<file path="src/rtl/edc_pkg.sv">
// Shared definitions for the ECC memory scrubber.
//   - edc_state_e   : scrubber FSM state encoding
//   - EDC_LINE_BYTES: bytes per scrubbed line (address stride)
//   - EDC_WB_DWIDTH : Wishbone data width
//   - EDC_WB_SWIDTH : Wishbone byte-select width
//   - EDC_CNT_WIDTH : width of the inter-line interval counter
package edc_pkg;

  localparam int EDC_LINE_BYTES = 16;
  localparam int EDC_WB_DWIDTH  = 128;
  localparam int EDC_WB_SWIDTH  = 16;
  localparam int EDC_CNT_WIDTH  = 16;

  typedef enum logic [2:0] {
    ST_IDLE,
    ST_WAIT,
    ST_READ,
    ST_WRITE,
    ST_NEXT
  } edc_state_e;

endpackage

</file>
<file path="src/rtl/edc_scrub_timer.sv">
// Loadable down-counter used to space line scrubs apart.
// Ports:
//   i_clk, i_rst : clock, asynchronous active-high reset
//   load         : load count with load_val (has priority over dec)
//   dec          : decrement by one, holding at zero
//   load_val     : value loaded on load
//   zero         : count is zero
module edc_scrub_timer
  import edc_pkg::*;
(
  input  logic                     i_clk,
  input  logic                     i_rst,
  input  logic                     load,
  input  logic                     dec,
  input  logic [EDC_CNT_WIDTH-1:0] load_val,
  output logic                     zero
);

  logic [EDC_CNT_WIDTH-1:0] count;

  always_ff @(posedge i_clk or posedge i_rst) begin
    if (i_rst) begin
      count <= '0;
    end else if (load) begin
      count <= load_val;
    end else if (dec && (count != '0)) begin
      count <= count - 1'b1;
    end
  end

  assign zero = (count == '0);

endmodule

</file>
<file path="src/rtl/edc_scrubber.sv">
// Background ECC memory scrubber: a Wishbone initiator that walks memory one
// line at a time, doing a locked read-modify-write so corrected read data is
// written back with fresh check bits.
// Optional feature macro: EDC_SCRUBBER_STATS_EN (error count / address regs).
// Ports:
//   i_clk, i_rst      : clock, asynchronous active-high reset
//   i_enable          : scrubbing permitted
//   o_wb_*/i_wb_*     : 128-bit Wishbone initiator port
//   o_busy            : bus cycle in progress (mirrors o_wb_cyc)
//   o_pass_done       : one-cycle pulse after the last line is handled
//   o_uncorrectable   : one-cycle pulse after a read returned err
//   o_err_count       : saturating uncorrectable-line count (stats build)
//   o_err_adr         : most recent uncorrectable line (stats build)
module edc_scrubber
  import edc_pkg::*;
#(
  parameter logic [31:0] ADDR_START = 32'h0000_0000,
  parameter logic [31:0] ADDR_END   = 32'h07FF_FFF0,
  parameter int unsigned INTERVAL   = 1024
) (
  input  logic                     i_clk,
  input  logic                     i_rst,
  input  logic                     i_enable,
  output logic [31:0]              o_wb_adr,
  output logic [EDC_WB_SWIDTH-1:0] o_wb_sel,
  output logic                     o_wb_we,
  output logic [EDC_WB_DWIDTH-1:0] o_wb_dat,
  input  logic [EDC_WB_DWIDTH-1:0] i_wb_dat,
  output logic                     o_wb_cyc,
  output logic                     o_wb_stb,
  input  logic                     i_wb_ack,
  input  logic                     i_wb_err,
  output logic                     o_busy,
  output logic                     o_pass_done,
  output logic                     o_uncorrectable,
  output logic [15:0]              o_err_count,
  output logic [31:0]              o_err_adr
);

  localparam logic [EDC_CNT_WIDTH-1:0] INTERVAL_CNT = EDC_CNT_WIDTH'(INTERVAL);

  edc_state_e               state, state_nxt;
  logic [31:0]              adr_q;
  logic [EDC_WB_DWIDTH-1:0] buf_q;
  logic                     pass_q;
  logic                     unc_q;
  logic                     tmr_load;
  logic                     tmr_dec;
  logic                     tmr_zero;
  logic                     last_line;

  assign last_line = (adr_q == ADDR_END);

  edc_scrub_timer u_timer (
    .i_clk    (i_clk),
    .i_rst    (i_rst),
    .load     (tmr_load),
    .dec      (tmr_dec),
    .load_val (INTERVAL_CNT),
    .zero     (tmr_zero)
  );

  // State register
  always_ff @(posedge i_clk or posedge i_rst) begin
    if (i_rst) state <= ST_IDLE;
    else       state <= state_nxt;
  end

  // Next state
  always_comb begin
    state_nxt = state;
    case (state)
      ST_IDLE:  if (i_enable) state_nxt = ST_WAIT;
      ST_WAIT:  if (tmr_zero) state_nxt = i_enable ? ST_READ : ST_IDLE;
      // err wins over ack: an uncorrectable line is never written back
      ST_READ:  if (i_wb_err) state_nxt = ST_NEXT;
                else if (i_wb_ack) state_nxt = ST_WRITE;
      ST_WRITE: if (i_wb_ack || i_wb_err) state_nxt = ST_NEXT;
      ST_NEXT:  state_nxt = ST_WAIT;
      default:  state_nxt = ST_IDLE;
    endcase
  end

  // Outputs decoded from the state register; cyc stays high across
  // READ->WRITE so the arbiter keeps the bus locked for the whole RMW.
  always_comb begin
    o_wb_cyc = 1'b0;
    o_wb_stb = 1'b0;
    o_wb_we  = 1'b0;
    tmr_load = 1'b0;
    tmr_dec  = 1'b0;
    case (state)
      ST_IDLE:  tmr_load = i_enable;
      ST_WAIT:  tmr_dec  = 1'b1;
      ST_READ:  begin
        o_wb_cyc = 1'b1;
        o_wb_stb = 1'b1;
      end
      ST_WRITE: begin
        o_wb_cyc = 1'b1;
        o_wb_stb = 1'b1;
        o_wb_we  = 1'b1;
      end
      ST_NEXT:  tmr_load = 1'b1;
      default:  ;
    endcase
  end

  always_ff @(posedge i_clk or posedge i_rst) begin
    if (i_rst) begin
      adr_q  <= ADDR_START;
      buf_q  <= '0;
      pass_q <= 1'b0;
      unc_q  <= 1'b0;
    end else begin
      pass_q <= (state == ST_NEXT) && last_line;
      unc_q  <= (state == ST_READ) && i_wb_err;
      if ((state == ST_READ) && i_wb_ack && !i_wb_err) buf_q <= i_wb_dat;
      if (state == ST_NEXT) adr_q <= last_line ? ADDR_START : adr_q + 32'(EDC_LINE_BYTES);
    end
  end

`ifdef EDC_SCRUBBER_STATS_EN
  logic [15:0] err_count_q;
  logic [31:0] err_adr_q;

  always_ff @(posedge i_clk or posedge i_rst) begin
    if (i_rst) begin
      err_count_q <= '0;
      err_adr_q   <= '0;
    end else if ((state == ST_READ) && i_wb_err) begin
      err_adr_q <= adr_q;
      if (err_count_q != 16'hFFFF) err_count_q <= err_count_q + 1'b1;
    end
  end

  assign o_err_count = err_count_q;
  assign o_err_adr   = err_adr_q;
`else
  assign o_err_count = '0;
  assign o_err_adr   = '0;
`endif

  assign o_wb_adr        = adr_q;
  assign o_wb_sel        = o_wb_cyc ? '1 : '0;
  assign o_wb_dat        = buf_q;
  assign o_busy          = o_wb_cyc;
  assign o_pass_done     = pass_q;
  assign o_uncorrectable = unc_q;

endmodule
</file>
<file path="config.mk">
export PLATFORM = sky130hd
export DESIGN_NAME = edc_scrubber
export DESIGN_NICKNAME = d
export VERILOG_FILES = /design/src/rtl/edc_pkg.sv /design/src/rtl/edc_scrub_timer.sv /design/src/rtl/edc_scrubber.sv
export SDC_FILE = /design/constraint.sdc
export NUM_CORES = 1
export LEC_CHECK = 0
export ABC_AREA = 1
export CORE_MARGIN = 2
export CORE_UTILIZATION = 47
export DETAILED_ROUTE_END_ITERATION = 8
export PLACE_DENSITY = 0.84
export SKIP_CTS_REPAIR_TIMING = 1
export SYNTH_ARGS = -nofsm -noshare
export SYNTH_HDL_FRONTEND = slang
export SYNTH_SLANG_ARGS = --single-unit
</file>
<file path="constraint.sdc">
create_clock -name i_clk -period 18.7 [get_ports i_clk]
set_input_delay 5.61 -clock i_clk [delete_from_list [all_inputs] [get_ports i_clk]]
set_output_delay 5.61 -clock i_clk [all_outputs]
set_load 0.1 [all_outputs]
</file>
# --- Yosys cells after proc, flatten, opt, wreduce, memory -nomap -nowiden ---
# Cells that the tools add are included.
# W data, S select, Z words.
classes:
  addsub: 2
  n_eq_ne: 9
  n_mux: 15
  reduce_logical: 13
ops:
  columns: ["operator", "count"]
  rows:
  - ["$mux W16", 3]
  - ["$add A32 B5 Y32 const B", 1]
  - ["$eq A32 B27 Y1 const B", 1]
  - ["$mux W32", 1]
  - ["$logic_not A16 Y1", 1]
  - ["$reduce_bool A16 Y1", 1]
  - ["$sub A16 B1 Y16 const B", 1]
  - ["$mux W3", 5]
  - ["$pmux W3 S5", 1]
  - ["$eq A3 B2 Y1 const B", 2]
  - ["$ne A2 B2 Y1 const B", 3]
  - ["$logic_and A1 B1 Y1", 5]
  - ["$reduce_and A4 Y1", 1]
  - ["$eq A3 B1 Y1 const B", 1]
  - ["$eq A3 B3 Y1 const B", 1]
  - ["$logic_not A3 Y1", 1]
  - ["$mux W1", 3]
  - ["$ne A3 B3 Y1 const B", 1]
  - ["$mux W2", 1]
  - ["$pmux W1 S2", 1]
  - ["$reduce_bool A2 Y1", 1]
  - ["$reduce_or A2 Y1", 1]
  - ["$logic_not A1 Y1", 1]
  - ["$logic_or A1 B1 Y1", 1]
totals:
  register_bits: 181
  in_bits: 133
  output_inout_bits: 230
  word_cells: 45

# --- Logic depth before layout (Yosys ltp) ---
# Gate-level depths: netlist of run 1.
logic_depth:
  word_depth: 5
  ltp_mapped: 11
  ltp_nobuf: 10

# --- By module ---
# Synthesis of run 1 repeated with hierarchy kept, for this count alone.
hier_totals:
  hier_cells: 1081
  area_unflattened_um2: 9021.2
modules_own_cells:
  columns: ["module", "instances", "cells_each", "area_each_um2", "seq_area_each_um2"]
  rows:
  - ["edc_scrubber", 1, 911, 7895.1, 4028.9]
  - ["edc_scrub_timer", 1, 170, 1126.1, 400.4]

# --- Worst setup path before layout of run 1 ---
# No wires, ideal clock.
synth_timing:
  path_type: "register -> output"
  start: "register state[2]"
  end: "output port o_wb_cyc"
  arrival_time_ps: 1888
  required_time_ps: 13090
  slack_ps: 11202
  stages_incl_launch_ff: 5
  path_buffers: 1
  path_cell_list: "dfrtp_1 inv_2 nand2_4 inv_1 buf_4"
synth_via:
  elab_chain_len: 3
  elab_cells_between_ends: 4
  classes_between: "eq/ne (2); mux (1); reduce/logical (1)"
synth_rtl:
  columns: ["element", "line_no", "rtl"]
  rows:
  - ["start, declared", "edc_scrubber.sv:42", "edc_state_e state, state_nxt;"]
  - ["start signal, assigned", "edc_scrubber.sv:66", "else state <= state_nxt;"]
  - ["$eq A3 B2 Y1", "edc_scrubber.sv:92", "case (state)"]
  - ["$reduce_or A2 Y1 (no line) *", null, null]
  - ["$mux W1 *", "edc_scrubber.sv:92", null]
  - ["end, declared", "edc_scrubber.sv:29", "output logic o_wb_cyc,"]
# Every way passes the cells marked *; elsewhere a longest branch is shown, timed or not.

# --- Worst setup path after layout of run 1 ---
layout_timing:
  start: "register state[2]"
  end: "output port o_wb_sel[14]"
layout_via:
  elab_chain_len: 4
  elab_cells_between_ends: 5
  classes_between: "eq/ne (2); mux (2); reduce/logical (1)"
layout_rtl:
  columns: ["element", "line_no", "rtl"]
  rows:
  - ["$eq A3 B2 Y1", "edc_scrubber.sv:92", null]
  - ["$reduce_or A2 Y1 (no line) *", null, null]
  - ["$mux W1 *", "edc_scrubber.sv:92", null]
  - ["$mux W16 *", "edc_scrubber.sv:145", "assign o_wb_sel = o_wb_cyc ? '1 : '0;"]
  - ["end, declared", "edc_scrubber.sv:25", "output logic [EDC_WB_SWIDTH-1:0] o_wb_sel,"]
# Marked as above.

==> results of run 1 <==
-- layout make-up --
| type | instances | area, µm² |
|---|---|---|
| sequential | 177 | 4430 |
| tap | 234 | 293 |
| clock inverter | 14 | 130 |
| timing repair buffer | 313 | 3130 |
| clock buffer | 18 | 429 |
| inverter | 70 | 270 |
| multi-input combinational | 499 | 3610 |
| fill | 1419 | 6360 |
-- flip-flops by register name, summed over array words and instances (netlist names) --
signal           flops
o_uncorrectable      1
state                3
u_timer.count       16
o_wb_adr            28
o_wb_dat           128
o_pass_done          1
-- cells in the final DEF (no fill, tap or decap), drive strengths merged, types with 7 or more instances in the layout --
cell type      netlist  layout
o21ai               15      15
nand4                7       7
clkbuf               0      18
inv                 70      75
nand3               54      54
nor3                 8       8
mux2               128     128
clkinv               0       7
xor2                10      10
nand2              121     121
dfrtp              177     177
conb                 1      52
xnor2                9       9
clkdlybuf4s50        0     310
nor2                87      87
-- metal layers --
layer / share of wire, % / GRT usage (%) / vias to the layer above
li1: - / - / 2999
met2: 52 / 41.6 / 272
met3: 7.3 / 6.92 / 45
met1: 37 / 27.9 / 3191
met5: 0.054 / 0 / -
met4: 3.1 / 8.84 / 2
-- kinds of logic (layout without fill, tap and decap cells) --
family                     count (synthesis)  count (layout)
and+or+nand+nor                          279             279
AOI/OAI and AO/OA                         19              19
other                                      1              52
buffers and inverters                    157             415
muxes                                    128             128
adders and majority gates                  2               2
xor gates and xnor gates                  19              19
DFF                                      177             177
-- worst min-delay path by stage --
stage | end | slack (ps) | depth (start not counted)
6_report | o_wb_dat[34] | 510 | 1
5_1_grt | o_wb_dat[68] | 520 | 1
4_1_cts | o_wb_dat[32] | 510 | 1
3_5_place_dp | o_wb_dat[32] | 490 | 1
3_3_place_gp | o_wb_dat[120] | 490 | 1
2_1_floorplan | u_timer.count[15] | 480 | 2
-- stage by stage --
step           worst slack [ps]  hold slack (ps)  area, µm²  instances
2_1_floorplan              8290              480       9100        833
3_3_place_gp              10820              488      11700       1293
3_5_place_dp              10800              492      11700       1293
4_1_cts                   10420              508      12300       1325
5_1_grt                   10340              520      12300       1325
6_report                  10450              505      12300       1325
==> impl_metrics.yaml, run 1 <==
worst_setup_path:
  worst_r2r_path_depth: 6
  startpoint_type: "register"
  cp_top_family: "buffers and inverters"
  cp.depth: 4
  required_ps: 13090
  worstPathCellList: "inv_2, nand2_4, inv_1, clkdlybuf4s50_1"
  cp-startpoint: "state[2]"
  rrSetupSlack_ps: 16490
  slowest_delay_ps: 1230
  slowest_stage: "clkdlybuf4s50_1"
  reg2reg_from: "state[2]"
  worst_r2r_endpoint: "o_wb_dat[50]"
  cp_num_buf_inv: 3
  cp.arrival_ps: 2640
  cp-end-kind: "primary output"
  crit_fanout: 20
  crit_type: "reg2out"
  crit_end: "o_wb_sel[14]"
placed_design:
  hpwl_um: 17900
  gp_congestion: 0.900
  portBuffers: 310
grt:
  grt_usage_pct: 23.8
  grt_max_degree: 98
  antenna_found_initial: 1
  grt_pass1_wl_um: 36900
  overflow: 0
  first_global_vias: 6456
run_status:
  outcome: "completed"
yosys:
  yosysSeqAreaShare_pct: 49.7
  synthesis.area_um2: 8910
  synth_top_area_share_pct: 49.7
  synthMuxAreaShare_pct: 21.2
  yosysWarnings: 0
  synth_cell_type_count: 34
  synth_top_family_by_area: "multiplexers"
  synth_top_cells_by_count: "dfrtp_1 (177), mux2_4 (120), nand2_1 (117)"
  yosys.area_share.simple_pct: 13.8
  synth_compound_area_share_pct: 1.14
  yosysTopAreaCell: "dfrtp_1"
  synth.area.top_cells: "dfrtp_1 (50%), mux2_4 (20%), buf_4 (6.0%)"
  synth_seq_cells: 177
  synth_fa_ha_area_share_pct: 0.281
  synth_cells: 782
  yosys.cell_count.top_type: "dfrtp_1"
  ys.flop_type: "dfrtp_1"
  synth_edf_count: 0
  synth_xor_xnor_area_share_pct: 1.87
  ys_async_sr_fraction_pct: 100
  synth.avg_cell_area_um2: 11.4
routing:
  drc_errors: 0
  vias: 6509
  drt_pass1_iterations: 5
  vias_per_cell: 4.91
  ant_nets: 0
  drtIter0Drc: 415
  avgRoutedWirePerCell_um: 18.2
  wl_um: 24200
clock_network:
  root_buffer: "clkbuf_16"
  cts_buffers: 17
  clockBufferDepth: 2
  cts.htree.levels: 4
  cts_num_sinks: 177
  path_clk_slew_ps: 70
  cts_tree: "done"
  clk_latency_ps: 420
final_layout:
  n_antenna_cell: 0
  layout-drive-gt1-share_pct: 16.7
  nets: 1213
  final_core_util_pct: 65.9
  area_growth_pct: 37.8
die:
  rows: 50
  start_util_pct: 47.8
  fp.dieW_um: 142
  die_h_um: 142
  coreArea_um2: 18600
  die_area_um2: 20100
  io_pins: 363
sta:
  finalSetupViolCount: 0
  max-slew-margin-rel_pct: 22.4
  finalHoldViolations: 0
  worstMarginPinSlew_ps: 1160
  rsz0062_at_grt: "no"
  fin_crit_ps: 8250
  fmax_mhz: 121
  skew_ps: 11.7
  setup_tns_ps: 0
  maxSlewViolCount: 0
  min_period_over_period_pct: 44.1
hold_path:
  min_from: "o_wb_dat[34]"
  hold_class: "reg2reg"
flow_run:
  max_cap_viol_count: 0
Power of run 1 is left out: the tool's default activity adds up to more than one toggle a clock period on the data nets, which glitch-free logic cannot reach.
==> inputs of run 2 (changes only) <==
- CORE_UTILIZATION: 47 -> 44
- PLACE_DENSITY: 0.84 -> 0.8
- clock period: 18.7 -> 8.59 ns (I/O delays scaled with it)
==> impl_metrics.yaml, run 2 (same netlist as run 1, synthesis figures left out) <==
routing:
  drc_errors: 0
  drtIter0Drc: 281
  vias: 6327
  avgRoutedWirePerCell_um: 16.7
  drt_pass1_iterations: 4
  wl_um: 22700
  vias_per_cell: 4.65
  ant_nets: 0
grt:
  grt_max_degree: 124
  grt_usage_pct: 21.1
  first_global_vias: 6223
  overflow: 0
  antenna_found_initial: 1
  grt_pass1_wl_um: 35300
worst_setup_path:
  required_ps: 6010
  rrSetupSlack_ps: 6520
  worst_r2r_path_depth: 6
  startpoint_type: "register"
  crit_type: "reg2out"
  worst_r2r_endpoint: "o_wb_dat[125]"
  cp.arrival_ps: 2630
  crit_fanout: 20
  cp-end-kind: "primary output"
  reg2reg_from: "state[2]"
final_layout:
  final_common_cell: "clkdlybuf4s50_1"
  nFillCells: 1621
  seqCellArea_um2: 4430
  multiInputGateArea_um2: 3610
  layout-drive-gt1-share_pct: 16.7
  final_core_util_pct: 61.6
  largest_register_ff_count: 128
  nets: 1212
  finalNonFillerCells: 1360
  n_antenna_cell: 0
  final_cell_mix: "clkdlybuf4s50_1 (310), dfrtp_1 (177), mux2_4 (120), nand2_1 (117), nor2_1 (81)"
  area_growth_pct: 38.5
clock_network:
  cts_tree: "done"
  clk_latency_ps: 420
  clockBufferDepth: 2
  root_buffer: "clkbuf_16"
  cts.htree.levels: 4
  cts_buffers: 17
  path_clk_slew_ps: 70
  cts_num_sinks: 177
flow_run:
  max_cap_viol_count: 0
sta:
  setup_tns_ps: 0
  rsz0062_at_grt: "no"
  skew_ps: 10.1
  finalSetupViolCount: 0
  min_period_over_period_pct: 60.7
  maxSlewViolCount: 0
  max-slew-margin-rel_pct: 29.5
  worst_slack_ps: 3380
  fmax_mhz: 192
  finalHoldViolations: 0
  fin_crit_ps: 5210
  worstMarginPinSlew_ps: 1050
die:
  start_util_pct: 44.5
  rows: 52
  coreArea_um2: 20000
  die_h_um: 146
  fp.dieW_um: 146
  io_pins: 363
  die_area_um2: 21400
placed_design:
  post-place-ws_ps: 3800
  dp_cells: 1328
  gp_congestion: 0.918
  hpwl_um: 16900
  portBuffers: 310
hold_path:
  hold_class: "reg2reg"
  hold_end: "o_wb_dat[57]"
  worstHoldPathCells: 1
  min_from: "o_wb_dat[57]"
run_status:
  outcome: "completed"
[run 2: how the worst max path moves through the flow]
stage / from / to / slack [ps] / cells past startpoint
after floorplan: i_rst / o_pass_done / 1210 / 1
final: state[2] / o_wb_sel[4] / 3380 / 4
after detailed placement: state[2] / o_wb_sel[4] / 3800 / 4
after CTS: state[2] / o_wb_sel[4] / 3320 / 4
after global routing: state[2] / o_wb_sel[4] / 3210 / 4
after global placement: state[2] / o_wb_sel[7] / 3840 / 4
[run 2: through the flow]
stage | area (µm²) | hold slack (ps)
3_3_place_gp | 11800 | 487
3_5_place_dp | 11800 | 492
6_report | 12300 | 510
5_1_grt | 12300 | 524
2_1_floorplan | 9100 | 480
4_1_cts | 12300 | 513
[run 2: final cells by class]
type	count	share of cell area, %
clock buffer	17	3.45
inverter	70	2.21
timing repair buffer	312	25.4
clock inverter	15	1.16
tap	270	2.74
sequential	177	35.9
multi-input combinational	499	29.2
[run 2: metal layers]
layer / GRT usage, % / vias to the layer above / wire [µm]
met5: 0 / - / 14
met4: 4.37 / 2 / 293
met3: 5.44 / 19 / 1360
met2: 36.1 / 234 / 11500
met1: 27.1 / 3067 / 9530
li1: - / 3005 / -
[run 2: worst max-delay path: stages, from the launching register on]
cell and delay, ps:
dfrtp_1 400, inv_2 130, nand2_4 80, inv_1 360
clkdlybuf4s50_1 1230
Power of run 2 is left out for the same reason.
